===== src/rtl/dmem_arb_pkg.sv =====
// Shared types and widths for the data-memory arbiter and its read-response router.
package dmem_arb_pkg;

    localparam int unsigned DMEM_AW = 15;
    localparam int unsigned DMEM_DW = 16;
    localparam int unsigned BURST_W = 8;

    typedef enum logic [1:0] {ST_IDLE, ST_CPU, ST_AUX, ST_LOCK} arb_st_t;
    typedef enum logic {OWN_CPU, OWN_AUX} own_t;

endpackage


===== src/rtl/dmem_rsp_route.sv =====
// Read-response tracker: remembers who issued the granted read and steers mem_rdata back to it.
module dmem_rsp_route
    import dmem_arb_pkg::*;
#(
    parameter int unsigned DW = DMEM_DW
) (
    input  logic          clk50m,
    input  logic          rst,
    input  logic          rd_fire,
    input  own_t          rd_own_nxt,
    input  logic [DW-1:0] mem_rdata,
    output logic          cpu_rvalid,
    output logic [DW-1:0] cpu_rdata,
    output logic          aux_rvalid,
    output logic [DW-1:0] aux_rdata
);

    logic rd_pend;
    own_t rd_own;

    // Async clear drops any read that was in flight when reset hit.
    always_ff @(posedge clk50m or posedge rst) begin
        if (rst) begin
            rd_pend <= 1'b0;
            rd_own  <= OWN_CPU;
        end else begin
            rd_pend <= rd_fire;
            if (rd_fire) begin
                rd_own <= rd_own_nxt;
            end
        end
    end

    always_comb begin
        cpu_rvalid = rd_pend && (rd_own == OWN_CPU);
        aux_rvalid = rd_pend && (rd_own == OWN_AUX);
        cpu_rdata  = cpu_rvalid ? mem_rdata : '0;
        aux_rdata  = aux_rvalid ? mem_rdata : '0;
    end

endmodule


===== src/rtl/dmem_arbiter.sv =====
// CPU / aux arbiter for the single data-memory port, with bounded aux burst lock.
// Define DMEM_ARB_RR_EN for round-robin contention; default build is fixed CPU priority.
module dmem_arbiter
    import dmem_arb_pkg::*;
#(
    parameter int unsigned AW        = DMEM_AW,
    parameter int unsigned DW        = DMEM_DW,
    parameter int unsigned MAX_BURST = 8
) (
    input  logic          clk50m,
    input  logic          rst,
    input  logic          cpu_req,
    input  logic          cpu_we,
    input  logic [AW-1:0] cpu_addr,
    input  logic [DW-1:0] cpu_wdata,
    output logic          cpu_gnt,
    output logic          cpu_rvalid,
    output logic [DW-1:0] cpu_rdata,
    input  logic          aux_req,
    input  logic          aux_lock,
    input  logic          aux_we,
    input  logic [AW-1:0] aux_addr,
    input  logic [DW-1:0] aux_wdata,
    output logic          aux_gnt,
    output logic          aux_rvalid,
    output logic [DW-1:0] aux_rdata,
    output logic          mem_we,
    output logic [AW-1:0] mem_addr,
    output logic [DW-1:0] mem_wdata,
    input  logic [DW-1:0] mem_rdata
);

    localparam logic [BURST_W-1:0] BURST_MAX = BURST_W'(MAX_BURST);

    arb_st_t            st;
    logic [BURST_W-1:0] burst_cnt;
    logic               lock_ok;
    logic               cpu_wins;

`ifdef DMEM_ARB_RR_EN
    own_t last_own;

    // Owner of the most recent grant; idles keep it so alternation survives gaps.
    always_ff @(posedge clk50m or posedge rst) begin
        if (rst) begin
            last_own <= OWN_AUX;
        end else if (cpu_gnt) begin
            last_own <= OWN_CPU;
        end else if (aux_gnt) begin
            last_own <= OWN_AUX;
        end
    end

    assign cpu_wins = (last_own == OWN_AUX);
`else
    assign cpu_wins = 1'b1;
`endif

    // Grant: unexpired lock first, then single requester, then contention policy.
    always_comb begin
        cpu_gnt = 1'b0;
        aux_gnt = 1'b0;
        lock_ok = (st == ST_LOCK) && aux_req && aux_lock && (burst_cnt < BURST_MAX);
        if (!rst) begin
            if (lock_ok) begin
                aux_gnt = 1'b1;
            end else if (cpu_req && aux_req) begin
                cpu_gnt = cpu_wins;
                aux_gnt = !cpu_wins;
            end else begin
                cpu_gnt = cpu_req;
                aux_gnt = aux_req;
            end
        end
    end

    always_comb begin
        mem_addr  = aux_gnt ? aux_addr  : cpu_addr;
        mem_wdata = aux_gnt ? aux_wdata : cpu_wdata;
        mem_we    = (cpu_gnt && cpu_we) || (aux_gnt && aux_we);
    end

    // Burst counter saturates at MAX_BURST while aux keeps a locked grant uncontested.
    always_ff @(posedge clk50m or posedge rst) begin
        if (rst) begin
            st        <= ST_IDLE;
            burst_cnt <= '0;
        end else if (aux_gnt && aux_lock) begin
            st <= ST_LOCK;
            if (st != ST_LOCK) begin
                burst_cnt <= BURST_W'(1);
            end else if (burst_cnt < BURST_MAX) begin
                burst_cnt <= burst_cnt + BURST_W'(1);
            end
        end else if (aux_gnt) begin
            st        <= ST_AUX;
            burst_cnt <= '0;
        end else if (cpu_gnt) begin
            st        <= ST_CPU;
            burst_cnt <= '0;
        end else begin
            st        <= ST_IDLE;
            burst_cnt <= '0;
        end
    end

    dmem_rsp_route #(.DW(DW)) u_rsp (
        .clk50m     (clk50m),
        .rst        (rst),
        .rd_fire    ((cpu_gnt && !cpu_we) || (aux_gnt && !aux_we)),
        .rd_own_nxt (aux_gnt ? OWN_AUX : OWN_CPU),
        .mem_rdata  (mem_rdata),
        .cpu_rvalid (cpu_rvalid),
        .cpu_rdata  (cpu_rdata),
        .aux_rvalid (aux_rvalid),
        .aux_rdata  (aux_rdata)
    );

endmodule


===== config.mk =====
export PLATFORM = sky130hd
export DESIGN_NAME = dmem_arbiter
export DESIGN_NICKNAME = d
export VERILOG_FILES = /design/src/rtl/dmem_arb_pkg.sv /design/src/rtl/dmem_rsp_route.sv /design/src/rtl/dmem_arbiter.sv
export SDC_FILE = /design/constraint.sdc
export NUM_CORES = 1
export LEC_CHECK = 0
export CELL_PAD_IN_SITES_DETAIL_PLACEMENT = 0
export CELL_PAD_IN_SITES_GLOBAL_PLACEMENT = 1
export CORE_UTILIZATION = 18
export CTS_CLUSTER_SIZE = 30
export DETAILED_ROUTE_END_ITERATION = 8
export HOLD_SLACK_MARGIN = 0.08
export PLACE_DENSITY_LB_ADDON = 0.1
export SYNTH_ARGS = -nofsm -noshare
export SYNTH_HDL_FRONTEND = slang
export SYNTH_SLANG_ARGS = --single-unit

===== constraint.sdc =====
create_clock -name clk50m -period 2.7 [get_ports clk50m]
set_input_delay 0.54 -clock clk50m [delete_from_list [all_inputs] [get_ports clk50m]]
set_output_delay 0.54 -clock clk50m [all_outputs]
set_load 0.02 [all_outputs]

# == Word-level counts from Yosys, hierarchy flattened ==
# Cells that the tools add are included.
# W data, S select, Z words.
# op_classes
add_sub_neg,1
order_cmp,1
eq_ne,3
n_mux,17
n_bitwise,1
n_reduce_logical,15
# ops
cell,count
$mux W16,3
$mux W8,3
$mux W15,1
$logic_and A1 B1 Y1,11
$add A8 B1 Y8 const B,1
$lt A8 B4 Y1 const B,1
$mux W1,8
$mux W2,2
$ne A3 B1 Y1 const B,1
$eq A2 B2 Y1 const B,1
$logic_not A1 Y1,2
$logic_or A1 B1 Y1,2
$ne A2 B2 Y1 const B,1
$not A1 Y1,1
# totals
regBits,12
input_bits,85
word_cells,42

# == Depth between registers and ports, before layout ==
# Gate-level depths: netlist (run 1).
# logic_depth
ltp_word,9
ltp_mapped,6

# == Cells and area by module ==
# From an unflattened synthesis (run 1), not the netlist that was laid out.
# hier_totals
hier_cells,130
area_unflattened_um2,1265.0
# modules_own_cells
mod,instances,cells_each,area_per_inst_um2
dmem_arbiter,1,86,903.4
dmem_rsp_route,1,44,361.6

# == Worst setup path after synthesis (run 1) ==
# OpenSTA, ideal clock, no wires.
# synth_path
path_kind,in2out
start,input rst
end,output mem_wdata[10]
t_arrival_ns,1.793
t_required_ns,2.160
slack_ns,0.367
path_stages,5
path_buffers,1
path_cell_list,inv_1 > nand2_1 > nor2_4 > buf_6 > mux2_4
# synth_via
elab_chain_len,2
# synth_lines
element,line,rtl
start: declaration,dmem_arbiter.sv:11,"input logic rst,"
$mux W1,dmem_arbiter.sv:64,if (!rst) begin
via aux_gnt,dmem_arbiter.sv:24,"output logic aux_gnt,"
$mux W16,dmem_arbiter.sv:79,mem_wdata = aux_gnt ? aux_wdata : cpu_wdata;
end: declaration,dmem_arbiter.sv:29,"output logic [DW-1:0] mem_wdata,"
# The timed path passes the listed nets, and every way through them passes these cells.

# == Worst setup path in the final report (run 1) ==
# layout_path
start,input aux_req
end,output mem_we
# layout_via
elab_chain_len,7
elab_cells_between_ends,13
classes_between,6 x mux; 7 x reduce/logical
# layout_lines
element,line,rtl
start: declaration,dmem_arbiter.sv:19,"input logic aux_req,"
$logic_and A1 B1 Y1 (3 in a row),dmem_arbiter.sv:63,lock_ok = (st == ST_LOCK) && aux_req && aux_lock && (burst_cnt < BURST_MAX);
$mux W1,dmem_arbiter.sv:65,if (lock_ok) begin
$mux W1,dmem_arbiter.sv:64,
$logic_and A1 B1 Y1,dmem_arbiter.sv:80,mem_we = (cpu_gnt && cpu_we) || (aux_gnt && aux_we);
$logic_or A1 B1 Y1 *,dmem_arbiter.sv:80,
end: declaration,dmem_arbiter.sv:27,"output logic mem_we,"
# Every way passes the cells marked *; elsewhere a longest branch is shown, timed or not.

==> results of run 1 <==
-- Yosys cell counts --
| cell type | instances | area share [%] |
|---|---|---|
| or4_1 | 1 | 0.57 |
| mux2_1 | 2 | 1.7 |
| a21boi_1 | 1 | 0.57 |
| and4bb_1 | 1 | 0.94 |
| nor3_1 | 1 | 0.38 |
| nand4_1 | 1 | 0.47 |
| a211oi_2 | 1 | 0.94 |
| nand3b_1 | 1 | 0.57 |
| a211o_1 | 1 | 0.66 |
| nor2b_1 | 1 | 0.47 |
| and2_1 | 21 | 9.9 |
| a21oi_1 | 4 | 1.5 |
| nand3_1 | 4 | 1.5 |
| buf_2 | 1 | 0.38 |
| buf_6 | 3 | 2.5 |
| dfrtp_1 | 12 | 23 |
| xor2_1 | 1 | 0.66 |
| nand2_1 | 5 | 1.4 |
| o32a_1 | 1 | 0.76 |
| o31ai_1 | 1 | 0.57 |
| nor3_4 | 1 | 1.2 |
| clkbuf_1 | 3 | 0.85 |
| a31oi_4 | 1 | 1.6 |
| and3_1 | 17 | 8.0 |
| nor2_4 | 1 | 0.85 |
| o21a_1 | 2 | 1.1 |
| a21o_1 | 1 | 0.57 |
| inv_1 | 2 | 0.57 |
| nand2_2 | 1 | 0.47 |
| mux2_4 | 29 | 33 |
| ha_1 | 1 | 0.94 |
| nor2_1 | 6 | 1.7 |
-- where the power goes --
part,leakage (nW),switching (mW),internal [mW],total (mW)
clock,0.0288,0.0660,0.129,0.195
combinational,1.15,0.167,0.236,0.403
sequential,0.163,0.00257,0.185,0.188
-- flip-flops by register name, indices dropped and copies added (netlist names) --
signal and cells:
burst_cnt 8, st 2, u_rsp.rd_own 1, u_rsp.rd_pend 1
-- per-stage QoR --
stage	power, mW	cells	utilization, %	instance area [µm²]	setup TNS, ps
6_report	0.786	388	42.3	2940	0
2_1_floorplan	0.373	129	-	1330	0
3_5_place_dp	0.631	383	43.6	3030	-7800
3_3_place_gp	0.631	383	43.6	3030	-8250
5_1_grt	0.825	388	42.3	2940	-1.34
4_1_cts	0.811	387	44.3	3080	-24.3
-- final cells by class --
class | count | area (µm²)
fillers | 719 | 4010
repair buffers | 166 | 1490
multi-input cells | 108 | 967
flip-flops and latches | 12 | 300
well taps | 96 | 120
clock buffers | 4 | 55.1
inverters | 2 | 7.51
-- how the worst min path moves through the flow --
stage                 start            to  cells past startpoint
3_3_place_gp   burst_cnt[3]  burst_cnt[3]                      1
2_1_floorplan           rst  burst_cnt[0]                      1
3_5_place_dp   burst_cnt[4]  burst_cnt[4]                      1
4_1_cts        burst_cnt[3]  burst_cnt[3]                      1
5_1_grt        burst_cnt[3]  burst_cnt[3]                      1
6_report       burst_cnt[3]  burst_cnt[3]                      1
-- layer usage --
layer / up-vias / track usage (%) / part of all wire, % / wire length [µm]
met4: 0 / 3.13 / 0.76 / 42
met2: 72 / 24.5 / 50 / 2770
met3: 4 / 2.45 / 8.4 / 461
met5: - / 0 / 0 / 0
li1: 790 / - / - / -
met1: 731 / 15.1 / 41 / 2240
-- kinds of logic (layout without fill, tap and decap cells) --
family / after synthesis / in the layout
AND/OR/NAND/NOR: 62 / 62
multiplexers: 31 / 31
AO/OA/AOI/OAI: 13 / 13
flip-flops: 12 / 12
buffers and inverters: 9 / 172
adder cells (fa/ha/maj): 1 / 1
XOR/XNOR: 1 / 1
-- worst max-delay path, stage by stage --
cell and delay, ps:
clkdlybuf4s50_1 500, buf_4 140, nand4_1 180, and3_1 250, o21a_1 160, dlygate4sd2_1 320
-- repair_timing --
action / 4_1_cts / 5_1_grt
buffers inserted: 0 / 1
endpoints found under the setup margin: 34 / 31
resized for setup: 63 / 37
hold buffers: 0 / 0
==> impl_metrics.json, run 1 <==
{
  "crit_fanout": 5,
  "post-place-ws_ps": -269,
  "htree_num_levels": 1,
  "max-slew-margin-rel_pct": 80.2,
  "setup_ws_ps": 73.9,
  "fin_crit_sh_pct": 97.3,
  "clk_pin_slew_ps": 50,
  "netlist_area_um2": 1330,
  "rrSetupSlack_ps": 1090,
  "routed_wirelength_mm": 5.51,
  "cts_tree": "yes",
  "wl_per_cell_um": 14.2,
  "drive_gt1_share_pct": 28.4,
  "drtIter0Drc": 39,
  "start_kind": "input pin",
  "worstSetupEndpoint": "mem_we",
  "ir_drop_mv": 0.251,
  "fmax_mhz": 381,
  "synth_compound_area_share_pct": 8.31,
  "gr-total-overflow": 0,
  "gp_congestion": 0.722,
  "ios": 153,
  "fin_hold_ws_ps": 511,
  "synthXorXnorAreaFrac_pct": 0.661,
  "tightest_slew_ps": 297,
  "critPathCaptureType": "output pin",
  "synth_top_family_by_area": "multiplexers",
  "cts_root_buffer": "clkbuf_8",
  "syn_to_final_growth_pct": 122,
  "fin_nets": 379,
  "synth_seq_area_share_pct": 22.7,
  "setup_viol": 0,
  "synthSimpleGateAreaFrac_pct": 28.5,
  "dr.pass1.iters": 4,
  "arrival_ps": 2090,
  "die_w_um": 87.8,
  "syn_nets": 215,
  "vias_per_cell": 4.12,
  "io_buffer_count": 152,
  "dieArea_um2": 7710,
  "die_h_um": 87.8,
  "core-area_um2": 6940,
  "grt_first_pass_wirelength_mm": 7.69,
  "power.leakage_nw": 1.34,
  "powerDensity_nw_per_um2": 267,
  "rows": 30,
  "yosys_register_bits": 12,
  "mostFrequentLayoutCells": "117 x clkdlybuf4s50_1, 29 x mux2_4, 28 x clkbuf_2, 21 x and2_1, 17 x and3_1",
  "yosysWarnings": 0,
  "grt_pass1_vias": 1460,
  "min_path_type": "reg2reg",
  "syn_inst": 129,
  "r2r-start": "burst_cnt[5]",
  "insertion_delay_ps": 240,
  "initial_core_util_pct": 19.1,
  "synthMuxAreaShare_pct": 34.6,
  "vias": 1597,
  "cts_buffers": 3,
  "hold_violations": 0,
  "worstReg2RegEnd": "burst_cnt[0]",
  "crit_type": "in2out",
  "clock_path_buffers": 2,
  "ys_types": 32,
  "final_max_slew_viol_count": 0,
  "reg2reg_depth": 5,
  "cap_viol_max_count": 0,
  "tritoncts_num_sinks": 12,
  "layout_commonest_cell": "clkdlybuf4s50_1",
  "startpoint": "aux_req",
  "grt_max_degree": 24,
  "synthAdderAreaFrac_pct": 0.944,
  "avgSynthCellArea_um2": 10.3,
  "grt_usage_pct": 13.0,
  "finClkSkew_ps": 6.43,
  "required_ps": 2160,
  "antenna_found_initial": 0,
  "route.detailed.drc": 0,
  "dp_hpwl_mm": 4.57,
  "status": "completed",
  "ant_nets": 0,
  "antenna_cells": 0,
  "period_needed_ps": 2630
}
Power figures use the tool's default switching activity.
==> run 2: changes to the inputs <==
--- a/config.mk
+++ b/config.mk
@@ -12,6 +12,7 @@
 export DETAILED_ROUTE_END_ITERATION = 8
 export HOLD_SLACK_MARGIN = 0.08
 export PLACE_DENSITY_LB_ADDON = 0.1
+export SKIP_LAST_GASP = 1
 export SYNTH_ARGS = -nofsm -noshare
 export SYNTH_HDL_FRONTEND = slang
 export SYNTH_SLANG_ARGS = --single-unit
==> run 2 against run 1 <==
The run now ends with setup timing left; clock-buffer cell count unchanged; register-to-register slack about the same; routed wire length decreased by 0.18%; combinational power about the same; fmax decreased by 4.1%; sequential share of layout area unchanged; critical path type unchanged; largest cell class unchanged.
==> impl_metrics.json, run 2 (same netlist as run 1, synthesis figures left out) <==
{
  "rows": 30,
  "tritoncts_num_sinks": 12,
  "gr-total-overflow": 0,
  "hold_violations": 0,
  "grt_max_degree": 24,
  "htree_num_levels": 1,
  "fmax_mhz": 365,
  "required_ps": 2160,
  "stdcell_count": 388,
  "ant_nets": 0,
  "cts_tree": "yes",
  "crit_fanout": 23,
  "multi_input_area_um2": 967,
  "max-slew-margin-rel_pct": 80.2,
  "grtUsageMet1_pct": 15.1,
  "drtIter0Drc": 43,
  "fin_hold_ws_ps": 511,
  "cts_buffers": 3,
  "period_needed_ps": 2740,
  "setup_viol": 2,
  "antenna_cells": 0,
  "grt_first_pass_wirelength_mm": 7.74,
  "finClkSkew_ps": 6.43,
  "route.detailed.drc": 0,
  "top_regs": "burst_cnt x8, st x2",
  "routed_wirelength_mm": 5.50,
  "insertion_delay_ps": 240,
  "cts_root_buffer": "clkbuf_8",
  "initial_core_util_pct": 19.1,
  "holdPathEnd": "burst_cnt[3]",
  "final_max_slew_viol_count": 0,
  "tightest_slew_ps": 297,
  "arrival_ps": 2200,
  "vias_per_cell": 4.12,
  "fin_nets": 379,
  "worstReg2RegEnd": "burst_cnt[0]",
  "post-place-ws_ps": -269,
  "grt_usage_pct": 13.1,
  "clock_path_buffers": 2,
  "placed_cells": 383,
  "core-area_um2": 6940,
  "ios": 153,
  "wl_per_cell_um": 14.2,
  "violations": "setup timing",
  "start_kind": "input pin",
  "dr.pass1.iters": 4,
  "rrSetupSlack_ps": 1090,
  "grt_pass1_vias": 1473,
  "stdcell_area_um2": 2940,
  "layout_commonest_cell": "clkdlybuf4s50_1",
  "met2_usage_pct": 24.8,
  "fin_crit_sh_pct": 101,
  "largest_reg_flops": 8,
  "place_area_um2": 3030,
  "whs_path_depth": 1,
  "top_usage_layer": "met2",
  "setup_ws_ps": -37.4,
  "gp_congestion": 0.722,
  "dieArea_um2": 7710,
  "regMostFlops": "burst_cnt",
  "crit_type": "in2out",
  "die_h_um": 87.8,
  "r2r-start": "burst_cnt[5]",
  "io_buffer_count": 152,
  "mostFrequentLayoutCells": "118 x clkdlybuf4s50_1, 29 x mux2_4, 28 x clkbuf_2, 21 x and2_1, 17 x and3_1",
  "antenna_found_initial": 0,
  "vias": 1598,
  "drive_gt1_share_pct": 27.7,
  "rsz0062_at_grt": "true",
  "die_w_um": 87.8,
  "reg2reg_depth": 5,
  "fin_setup_tns_ps": -68.1,
  "power.leakage_nw": 1.34,
  "met3_usage_pct": 2.45,
  "clk_pin_slew_ps": 50,
  "ff_latch_area_um2": 300,
  "status": "finished, violations left",
  "syn_to_final_growth_pct": 122,
  "critPathCaptureType": "output pin",
  "ir_drop_mv": 0.251,
  "hp-start": "burst_cnt[3]",
  "powerDensity_nw_per_um2": 267,
  "min_path_type": "reg2reg",
  "dp_hpwl_mm": 4.57,
  "cap_viol_max_count": 0,
  "fillers": 719
}
run 2: cell count changes in the layout (fill, tap and decap cells not counted):
cell / change
buf_2: -1
buf_4: +1
buf_6: -1
clkdlybuf4s15_1: +1
clkdlybuf4s15_2: -1
clkdlybuf4s50_1: +1
run 2: worst max path at each step:
stage / slack (ps) / cells after the start / startpoint / to
after floorplan: 370 / 5 / rst / mem_wdata[10]
after global placement: -290 / 6 / aux_lock / mem_wdata[9]
after detailed placement: -270 / 6 / aux_lock / mem_wdata[9]
after CTS: -50 / 6 / aux_lock / mem_addr[14]
after global routing: -100 / 6 / aux_lock / mem_addr[14]
final: -40 / 6 / aux_lock / mem_addr[14]
run 2: area by class of cell:
type / instances / share of cell area (%)
flip-flops and latches: 12 / 10.2
well taps: 96 / 4.09
repair buffers: 166 / 50.7
clock buffers: 4 / 1.87
multi-input cells: 108 / 32.9
inverters: 2 / 0.255
run 2: layer usage:
layer | share of wire (%) | up-vias
li1 | - | 791
met1 | 41 | 731
met2 | 50 | 72
met3 | 8.4 | 4
met4 | 0.76 | 0
met5 | 0 | -
run 2: critical path: stages:
cell             delay [ps]
clkdlybuf4s50_1         530
a31oi_4                 110
nor2_4                  130
buf_12                  210
mux2_1                  340
dlygate4sd2_1           320
run 2: where the power goes:
group          internal [mW]  leakage [nW]  switching (mW)
Clock                  0.129        0.0288          0.0660
Combinational          0.236          1.14           0.167
Sequential             0.185         0.163         0.00258
Total                  0.550          1.34           0.235
run 2: timing repair:
item / in CTS / in global routing
gates resized for setup: 37 / 57
hold buffers: 0 / 0
gates cloned: 0 / 0
setup endpoints to repair: 34 / 32
pin swaps: 0 / 2
buffers inserted: 0 / 1
run 2: metrics by stage:
step	power, mW	util (%)
after global placement	0.631	43.6
after global routing	0.825	42.3
after detailed placement	0.631	43.6
final	0.786	42.3
after CTS	0.805	43.8
after floorplan	0.373	-
